[src/rtl/run_control_unit.sv]
// CPU run/reset controller: button sync + debounce, timed CPU reset, RUN/STEP clock enable.
// Latency: raw button to btn_level is DEBOUNCE_CYCLES+3 cycles; all outputs registered; no backpressure.
module run_control_unit #(
   parameter int NUM_BTNS          = 2,
   parameter int DEBOUNCE_CYCLES   = 65535,
   parameter int RESET_HOLD_CYCLES = 16,
   parameter int LONG_PRESS_CYCLES = 8000000,
   parameter int CNT_W             = 24
) (
   input  logic                clk,
   input  logic                reset,
   input  logic [NUM_BTNS-1:0] btn,
   output logic                cpu_reset_n,
   output logic                cpu_clk_en,
   output logic                step_mode,
   output logic [NUM_BTNS-1:0] btn_level,
   output logic [NUM_BTNS-1:0] btn_event
);

   localparam logic [CNT_W-1:0] DEB_MAX   = CNT_W'(DEBOUNCE_CYCLES);
   localparam logic [CNT_W-1:0] HOLD_LAST = CNT_W'(RESET_HOLD_CYCLES - 1);
   localparam logic [CNT_W-1:0] LONG_LAST = CNT_W'(LONG_PRESS_CYCLES - 1);
   localparam logic [CNT_W-1:0] LONG_MAX  = CNT_W'(LONG_PRESS_CYCLES);

   typedef enum logic {
      HOLD   = 1'b0,
      ACTIVE = 1'b1
   } state_t;

   logic [NUM_BTNS-1:0] sync_a;
   logic [NUM_BTNS-1:0] sync_b;
   logic [NUM_BTNS-1:0] sample;

   // Synchronisers idle at the released (high) level so reset never looks like a press.
   always_ff @(posedge clk) begin
      if (!reset) begin
         sync_a <= '1;
         sync_b <= '1;
      end else begin
         sync_a <= btn;
         sync_b <= sync_a;
      end
   end

   assign sample = ~sync_b;

   for (genvar i = 0; i < NUM_BTNS; i++) begin : g_deb
      logic [CNT_W-1:0] cnt;
      logic             level;
      logic             evt;

      always_ff @(posedge clk) begin
         if (!reset) begin
            cnt   <= '0;
            level <= 1'b0;
            evt   <= 1'b0;
         end else begin
            evt <= 1'b0;
            if (sample[i] == level) begin
               cnt <= '0;
            end else if (cnt == DEB_MAX) begin
               cnt   <= '0;
               level <= sample[i];
               evt   <= sample[i];
            end else begin
               cnt <= cnt + 1'b1;
            end
         end
      end

      assign btn_level[i] = level;
      assign btn_event[i] = evt;
   end

   state_t           state;
   state_t           state_nxt;
   logic [CNT_W-1:0] hold_cnt;
   logic [CNT_W-1:0] hold_cnt_nxt;
   logic [CNT_W-1:0] press_cnt;
   logic             step_veto;
   logic             level1_prev;
   logic             release1;
   logic             toggle;
   logic             step_pulse;
   logic             step_mode_nxt;
   logic             clk_en_nxt;

   assign release1 = level1_prev & ~btn_level[1];

   always_ff @(posedge clk) begin
      if (!reset) begin
         state       <= HOLD;
         hold_cnt    <= '0;
         step_mode   <= 1'b0;
         cpu_reset_n <= 1'b0;
         cpu_clk_en  <= 1'b0;
      end else begin
         state       <= state_nxt;
         hold_cnt    <= hold_cnt_nxt;
         step_mode   <= step_mode_nxt;
         cpu_reset_n <= (state_nxt == ACTIVE);
         cpu_clk_en  <= clk_en_nxt;
      end
   end

   // A press is disqualified as a step once it turns long or is seen while the CPU is held.
   always_ff @(posedge clk) begin
      if (!reset) begin
         press_cnt   <= '0;
         step_veto   <= 1'b0;
         level1_prev <= 1'b0;
      end else begin
         level1_prev <= btn_level[1];
         if (!btn_level[1]) begin
            press_cnt <= '0;
            step_veto <= 1'b0;
         end else begin
            if (press_cnt != LONG_MAX) begin
               press_cnt <= press_cnt + 1'b1;
            end
            if (press_cnt == LONG_LAST || state == HOLD) begin
               step_veto <= 1'b1;
            end
         end
      end
   end

   always_comb begin
      state_nxt     = state;
      hold_cnt_nxt  = hold_cnt;
      toggle        = btn_level[1] && (press_cnt == LONG_LAST) && !btn_event[0];
      step_pulse    = release1 && !step_veto && (state == ACTIVE) && step_mode
                      && !btn_event[0];
      step_mode_nxt = step_mode ^ toggle;

      if (btn_event[0]) begin
         state_nxt    = HOLD;
         hold_cnt_nxt = '0;
      end else begin
         case (state)
            HOLD: begin
               if (hold_cnt == HOLD_LAST) begin
                  state_nxt    = ACTIVE;
                  hold_cnt_nxt = '0;
               end else begin
                  hold_cnt_nxt = hold_cnt + 1'b1;
               end
            end
            ACTIVE: begin
               state_nxt = ACTIVE;
            end
            default: begin
               state_nxt    = HOLD;
               hold_cnt_nxt = '0;
            end
         endcase
      end

      clk_en_nxt = (state_nxt == HOLD) || !step_mode_nxt || step_pulse;
   end

endmodule

[config.mk]
export PLATFORM = sky130hd
export DESIGN_NAME = run_control_unit
export DESIGN_NICKNAME = d
export VERILOG_FILES = /design/src/rtl/run_control_unit.sv
export SDC_FILE = /design/constraint.sdc
export NUM_CORES = 1
export LEC_CHECK = 0
export ABC_AREA = 1
export CAP_MARGIN = 20
export CORE_ASPECT_RATIO = 0.6
export CORE_MARGIN = 2
export CORE_UTILIZATION = 55
export DETAILED_ROUTE_END_ITERATION = 8
export HOLD_SLACK_MARGIN = 0.02
export PLACE_DENSITY = 0.72
export SETUP_SLACK_MARGIN = 0.5
export SLEW_MARGIN = 20
export SYNTH_ARGS = -nofsm -noshare
export SYNTH_HDL_FRONTEND = slang
export SYNTH_SLANG_ARGS = --single-unit
[constraint.sdc]
create_clock -name clk -period 1.8 [get_ports clk]
set_clock_uncertainty 0.15 [all_clocks]
set_input_delay 0.18 -clock clk [delete_from_list [all_inputs] [get_ports clk]]
set_output_delay 0.18 -clock clk [all_outputs]
set_load 0.02 [all_outputs]
# After elaboration in Yosys (flattened, before gate mapping)
# Cells that the tools add are included.
[totals]
reg_bits = 109
input_bits = 4
out_inout_bits = 7
[op_classes]
add_sub_neg = 4
n_eq_ne = 7
muxes = 4
bitwise_logic = 11
n_reduce_logical = 20
[op_table]
columns = ["cell", "n"]
rows = [
  ["$add 24x1->24 const B", 4],
  ["$eq 24x16->1 const B", 2],
  ["$eq 24x23->1 const B", 1],
  ["$eq 24x4->1 const B", 1],
  ["$mux 24", 1],
  ["$ne 24x23->1 const B", 1],
  ["$reduce_or 3->1", 4],
  ["$not 1->1", 8],
  ["$logic_and 1x1->1", 6],
  ["$reduce_and 2->1", 3],
  ["$logic_not 1->1", 3],
  ["$logic_or 1x1->1", 3],
  ["$eq 1x1->1", 2],
  ["$mux 1", 2],
  ["$not 2->2", 1],
  ["$pmux 1 s2", 1],
  ["$reduce_or 2->1", 1],
  ["$and 1x1->1", 1],
  ["$xor 1x1->1", 1],
]

# Logic depth before layout (Yosys ltp)
# Gate-level depths: netlist (run 1).
[logic_depth]
word_depth = 7
ltp_mapped = 10
ltp_nobuf = 10

# Least setup slack after synthesis (run 1)
# Ideal clock, no wire load.
[synth_timing]
path_kind = "flip-flop to flip-flop"
from = "reg g_deb[0].cnt[0]"
to = "reg g_deb[0].cnt[15]"
setup_time_ps = 122
t_arrival_ps = 1292
required_time_ps = 1528
path_slack_ps = 237
stages_incl_launch_ff = 10
path_buffers = 1
period_less_slack_ps = 1563
path_cell_list = "dfxtp_1 -> ha_1 -> nand2_1 -> nor2_2 -> nand2_2 -> nor2_4 -> nand2_1 -> nand2_2 -> buf_6 -> a21oi_1"
[synth_between]
elab_chain_len = 2
[synth_rtl]
columns = ["element", "line", "text"]
rows = [
  ["from (decl)", "48", "logic [CNT_W-1:0] cnt;"],
  ["from (signal assigned)", "66", "cnt <= cnt + 1'b1;"],
  ["parallel branches: the longest is 2 deep, another holds $add 24x1->24", "--", ""],
]
# Several ways; the timed one is not identified.
# A chain may end at the register's enable or synchronous reset.

# Final worst setup path (run 1)
[layout_timing]
from = "reg hold_cnt[6]"
to = "reg hold_cnt[18]"
[layout_between]
elab_chain_len = 2
[layout_rtl]
columns = ["element", "line", "text"]
rows = [
  ["from (decl)", "77", "logic [CNT_W-1:0] hold_cnt;"],
  ["from (signal assigned)", "99", "hold_cnt <= hold_cnt_nxt;"],
  ["$add 24x1->24 / $eq 24x4->1 (equally long branches)", "146, 142", ""],
  ["$mux 24 (*)", "142", "if (hold_cnt == HOLD_LAST) begin"],
]
# Every way passes the cells marked *; elsewhere a longest branch is shown, timed or not.

==> impl_results.md, run 1 <==
- Status: finished, final reports clean
- Port Buf Inserts: 10
- Relative slew margins: 65.0%
- Ys flop type: dfxtp_1
- Fraction of registers with async set/reset: 0%
- Fmax: 0.579 GHz
- Hold Crit Class: input pin to flop
- Vias per cell: 6.16
- Pre-antenna DRT Iters: 6
- Gpl congestion: 0.904
- Final Instance Area: 8320 sq um
- Hold Crit Depth: 3
- Final Net Count: 929
- Reg2Reg Depth: 8
- Tcrit/Tclk final: 96.0%
- Clk Latency, worst-skew pair: 0.36 ns
- HPWL Detailed: 9.40 mm
- Final setup violation count: 0
- Mux cell area share after synthesis: 0%
- Worst-path clk slew: 0.07 ns
- Starting Density: 56.6%
- TritonCTS Buffers: 9
- Synth Area in Compound Gates: 6.87%
- Setup crit start: hold_cnt[6]
- Global route total overflow: 0
- Average wire per standard cell: 20.0 um
- R2R setup slack: 0.07 ns
- DRC: 0
- Area fraction of the dominant cell type after synthesis: 39.2%
- Vias in the first global route: 5360
- Core area: 9840 sq um
- Adder-Cell Fraction of Synth Area: 1.12%
- Largest net degree at the start of global routing: 20
- TritonCTS clock tree: done
- Cell taking the most area after synthesis: dfxtp_1
- Share of cells above drive strength 1: 49.9%
- Die area: 11000 sq um
- YS warnings: 0
- All-layer global routing usage: 29.3%
- Post-Synth XOR/XNOR Area: 5.19%
- R2R Path Start: hold_cnt[6]
- Worst EP required: 1.95 ns
- Initial antenna violation count: 0
- Syn Area/Cell: 6.90 sq um
- Worst-path fanout max: 4
- Leak: 3.05 nW
- Die H: 81.9 um
- Crit path to: hold_cnt[18]
- CP Capture Type: flop
- Synth Cell Area: 5570 sq um
- Max Cap Violations: 0
- Final hold violations: 0
- Largest family of logic cells by synthesized area: simple AND/OR/NAND/NOR gates
- Synth top area cells: dfxtp_1 39%, nand2_1 11%, nor2_1 9.9%
- First-pass GRT wire length: 25.4 mm
- P&R area growth vs syn: 49.4%
- Most common cell in the netlist: nand2_1
- Mapped Nets: 816
- Clock buffer depth: 2
- CP Launch Type: flop
- #FFs+latches synth: 109
- Io pins: 11
- Synth cell count leaders: 166 x nand2_1, 147 x nor2_1, 109 x dfxtp_1
- Antenna diodes: 0
- Sequential share of the synthesized area: 39.2%
- Unrepaired setup endpoints after global routing: true
- Crit Path Class: flop to flop
- Worst EP arrival: 1.88 ns
- Drt first-iter violations: 802
- CTS Sinks: 109
- Placed Area: 6100 sq um
- Cell row count: 28
- Peak supply drop: 503 uV
- Pwr/cell area: 540 nW/um^2
- Unique masters post-synth: 39
- H-tree levels: 3
- Die X: 134 um
- Antenna viol nets, final: 0
- Final min period: 1.73 ns
- # hold bufs at CTS: 0
- CTS Root Cell: clkbuf_16
- Max-slew violations: 0
- Worst slew pin tran: 0.523 ns
- EDFF count, synth: 0
- Crit Reg-Reg Endpoint: hold_cnt[18]
- DR vias: 6526
- Simple-gate share of the synthesized area: 38.7%
- Fin util: 84.5%
- Cells after Synth: 807
- Final wirelength: 21.2 mm
-- how the worst min path moves through the flow --
stage                     startpoint      endpoint  slack, ns
after floorplan               btn[0]     sync_a[0]       0.14
after global placement     sync_a[0]     sync_b[0]       0.25
after detailed placement   sync_a[0]     sync_b[0]       0.25
after CTS                  sync_a[0]     sync_b[0]       0.27
after global routing           reset  g_deb[0].evt       0.05
final                          reset  g_deb[0].evt       0.06
-- cell usage in the layout (no fill, tap or decap), types with 13 or more instances in the layout --
master   Yosys  final
nand2_2      9     30
nor2_2      11     41
nand2_4      2     21
dfxtp_4      0     23
nand3_1     48     27
nor2_1     147     81
nand4_1     32     32
dfxtp_2      0     45
nor3_2       1     13
xor2_1      27     24
nand3_2      4     17
buf_6        5     33
inv_1      100     74
buf_4        4     62
a21oi_2      1     29
nand2_1    166    122
a21oi_1     45     16
nor2_4       7     43
inv_2        3     22
dfxtp_1    109     41
-- logic make-up (layout without fill, tap and decap cells) --
| group | count (synthesis) | count (layout) |
|---|---|---|
| adders and majority gates | 5 | 5 |
| and+or+nand+nor | 470 | 473 |
| DFF | 109 | 109 |
| xor gates and xnor gates | 33 | 33 |
| buffers and inverters | 117 | 232 |
| AOI/OAI and AO/OA | 73 | 73 |
-- per-stage QoR --
step	cells	TNS [ns]	setup slack [ns]	hold WS, ns	total power, mW
global route	1060	0	0.0207	0.0533	4.60
finish	1060	0	0.0715	0.0603	4.50
CTS	1026	0	0.252	0.269	4.45
floorplan	807	0	0.297	0.137	2.53
detailed placement	948	-0.101	-0.0313	0.252	2.56
global placement	948	0	0.0474	0.246	2.56
-- sequential cells by signal, summed over array words and instances, names as in the netlist --
register	count
cpu_clk_en	1
g_deb.cnt	48
g_deb.evt	2
g_deb.level	2
hold_cnt	24
level1_prev	1
press_cnt	24
state	1
step_mode	1
step_veto	1
sync_a	2
sync_b	2
-- power breakdown --
group | total [mW] | switching [mW] | internal [mW]
registers | 2.41 | 0.0151 | 2.39
clock network | 1.94 | 0.928 | 1.02
logic | 0.147 | 0.0829 | 0.0638
total | 4.50 | 1.03 | 3.47
-- worst max-delay path: stages, from the launching register on --
cell and delay (ns):
dfxtp_2 0.38, nand2_4 0.10, nor2_4 0.13, nand3b_1 0.20, nor2_4 0.20, nand2_4 0.10, o21ai_1 0.24, inv_1 0.08
nor2_1 0.09
-- routing by layer --
metal | wire length (um) | vias to the layer above | global-route usage [%]
li1 | - | 2813 | -
met1 | 7970 | 3043 | 37.7
met2 | 9620 | 514 | 50.2
met3 | 2210 | 156 | 6.91
met4 | 1360 | 0 | 7.77
met5 | 0 | - | 0
-- repair_timing --
action,in CTS,in global routing
cloned,4,2
buffers inserted,58,32
endpoints found under the setup margin,111,107
pin swaps,67,77
gates resized for setup,189,199
-- layout make-up --
cell class / instances / area, sq um
sequential: 109 / 2320
tap: 135 / 169
clock buffer: 13 / 260
clock inverter: 3 / 18.8
multi-input combinational: 584 / 4080
inverter: 105 / 423
fill: 484 / 1520
timing repair buffer: 111 / 1050
Note: power is estimated with default switching activity, not from simulation.
==> inputs of run 2 (changes only) <==
- CTS_CLUSTER_SIZE: unset -> 14
==> results of run 2 <==
Same layout as run 1: the final DEF is identical, and so are final timing and power.
==> inputs of run 3 (changes only) <==
- GPL_TIMING_DRIVEN: unset -> 0
==> run 3 against run 2 <==
Against the previous run: sequential share of layout area grew 1.0 points; combinational power is 14% lower; total power decreased by 0.50%; via count is 9.7% lower; sequential power about the same; largest power group unchanged; flip-flop and latch count did not move; register-to-register slack improved by 0.08 ns; count of clock-buffer cells in the layout shrank 2; fmax is 4.6% higher; non-clock buffer count unchanged; global-route usage fell by 1.8 points; highest routed layer unchanged.
==> impl_results.md, run 3 (same netlist as run 1, synthesis figures left out) <==
- Non-Filler Instances: 1057 (was 1060)
- Most frequent cells in the layout: 128 x nand2_1, 95 x nor2_1, 81 x inv_1 (was 122 x nand2_1, 81 x nor2_1, 74 x inv_1)
- First-pass GRT wire length: 24.0 mm (was 25.4 mm)
- Pwr/cell area: 558 nW/um^2 (was 540 nW/um^2)
- Met2 usage: 44.6% (was 50.2%)
- Port Buf Inserts: 10 (unchanged)
- # hold bufs at CTS: 0 (unchanged)
- FILL cells: 599 (was 484)
- Initial antenna violation count: 0 (unchanged)
- Placed Cells: 952 (was 948)
- CTS Sinks: 109 (unchanged)
- Vias in the first global route: 5120 (was 5360)
- Max-slew violations: 0 (unchanged)
- Die X: 134 um (unchanged)
- Multi-input logic area: 3770 sq um (was 4080 sq um)
- Fmax: 0.605 GHz (was 0.579 GHz)
- Commonest non-fill, non-tap cell in the layout: nand2_1 (unchanged)
- Antenna diodes: 0 (unchanged)
- Tcrit/Tclk final: 91.8% (was 96.0%)
- DR vias: 5890 (was 6526)
- Most Crowded Layer GR: met2 (unchanged)
- Average wire per standard cell: 15.6 um (was 20.0 um)
- CP Capture Type: flop (unchanged)
- Leak: 2.98 nW (was 3.05 nW)
- Die area: 11000 sq um (unchanged)
- Met3 Use GR: 5.06% (was 6.91%)
- H-tree levels: 3 (unchanged)
- Vias per cell: 5.57 (was 6.16)
- Dpl ws: -0.390 ns (was -0.0313 ns)
- Final hold violations: 0 (unchanged)
- Share of cells above drive strength 1: 45.0% (was 49.9%)
- TritonCTS Buffers: 9 (unchanged)
- DRC: 0 (unchanged)
- Crit Path Class: flop to flop (unchanged)
- Global route total overflow: 0 (unchanged)
- Pre-antenna DRT Iters: 6 (unchanged)
- Clk Latency, worst-skew pair: 0.35 ns (was 0.36 ns)
- Largest register by flop count: g_deb.cnt (unchanged)
- Cell row count: 28 (unchanged)
- Die H: 81.9 um (unchanged)
- Total Power Consumption: 4.47 mW (was 4.50 mW)
- Io pins: 11 (unchanged)
- Biggest regs: g_deb.cnt (48), hold_cnt (24), press_cnt (24) (unchanged)
- CP Launch Type: flop (unchanged)
- Worst-path fanout max: 2 (was 4)
- Clock buffer depth: 2 (unchanged)
- Final wirelength: 16.4 mm (was 21.2 mm)
- Gpl congestion: 0.899 (was 0.904)
- Starting Density: 56.6% (unchanged)
- Final min period: 1.65 ns (was 1.73 ns)
- Met1 Use GR: 37.5% (was 37.7%)
- Relative slew margins: 75.1% (was 65.0%)
- Worst EP required: 1.95 ns (about the same)
- Largest net degree at the start of global routing: 18 (was 20)
- TritonCTS clock tree: done (unchanged)
- Worst EP arrival: 1.80 ns (was 1.88 ns)
- Hold Crit Class: input pin to flop (unchanged)
- Drt first-iter violations: 638 (was 802)
- P&R area growth vs syn: 44.0% (was 49.4%)
- Worst slew pin tran: 0.373 ns (was 0.523 ns)
- Setup ws final: 0.147 ns (was 0.0715 ns)
- All-layer global routing usage: 27.5% (was 29.3%)
- Core area: 9840 sq um (unchanged)
- Max Cap Violations: 0 (unchanged)
- Status: finished, final reports clean (unchanged)
- Reg area: 2320 sq um (about the same)
- Unrepaired setup endpoints after global routing: true (unchanged)
- Final Net Count: 926 (was 929)
- CTS Root Cell: clkbuf_16 (unchanged)
- Max reg flops: 48 (unchanged)
- Antenna viol nets, final: 0 (unchanged)
- Peak supply drop: 496 uV (was 503 uV)
- Worst-path clk slew: 0.08 ns (was 0.07 ns)
- Final setup violation count: 0 (unchanged)
- HPWL Detailed: 9.39 mm (was 9.40 mm)
[run 3: cell types whose count changed in the layout (fill, tap and decap cells not counted), moves of 4 or more]
cell | before | now
dfxtp_2 | 45 | 36
nand2_1 | 122 | 128
nor2_1 | 81 | 95
nor2_4 | 43 | 31
buf_6 | 33 | 39
a21oi_1 | 16 | 24
nand2_8 | 7 | 1
nand3_1 | 27 | 31
inv_2 | 22 | 17
a21oi_2 | 29 | 22
dfxtp_1 | 41 | 48
buf_4 | 62 | 56
inv_1 | 74 | 81
[run 3: cell type report]
type	instances	area share (%)
Buffer	12	1.56
Clock buffer	11	3.15
Clock inverter	5	0.421
Inverter	105	5.29
Multi-Input combinational cell	581	47.1
Sequential cell	109	28.9
Tap cell	135	2.11
Timing Repair Buffer	99	11.5
[run 3: repair_timing]
action                                  CTS  global route
endpoints found under the setup margin  112           109
buffers inserted                         62            23
resized for setup                       147           187
pin swaps                                56            88
gates cloned                              3             1
[run 3: report_power, final]
group          switching [mW]  internal (mW)  total, mW
combinational          0.0684         0.0572      0.126
sequential             0.0144           2.39       2.40
clock                   0.930           1.02       1.95
total                    1.01           3.46       4.47
[run 3: final timing paths]
path	cells after the start	slack (ns)	start	end
max	8	0.15	g_deb[1].cnt[7]	g_deb[1].cnt[22]
min	3	0.20	reset	g_deb[0].evt
max reg2reg	8	0.15	g_deb[1].cnt[7]	g_deb[1].cnt[22]
min reg2reg	1	0.26	sync_a[0]	sync_b[0]
[run 3: per-stage QoR]
step / setup TNS, ns / instance area, sq um / util (%) / hold WS (ns)
CTS: 0 / 7280 / 74.0 / 0.151
global placement: -4.53 / 6110 / 62.1 / 0.244
global route: 0 / 8020 / 81.5 / 0.227
detailed placement: -6.30 / 6110 / 62.1 / 0.248
floorplan: 0 / 5840 / - / 0.137
finish: 0 / 8020 / 81.5 / 0.203
[run 3: metal layers]
layer / vias to the layer above / routed length, um
li1: 2804 / -
met1: 2778 / 7230
met2: 252 / 7620
met3: 56 / 1160
met4: 0 / 424
met5: - / 0
[run 3: critical path, cell delays in order, from the launching register on]
cell	delay, ns
dfxtp_2	0.35
nand4_1	0.16
buf_4	0.17
buf_4	0.12
inv_1	0.08
nand2_1	0.07
nor2_1	0.21
nand3_1	0.14
a21oi_2	0.15
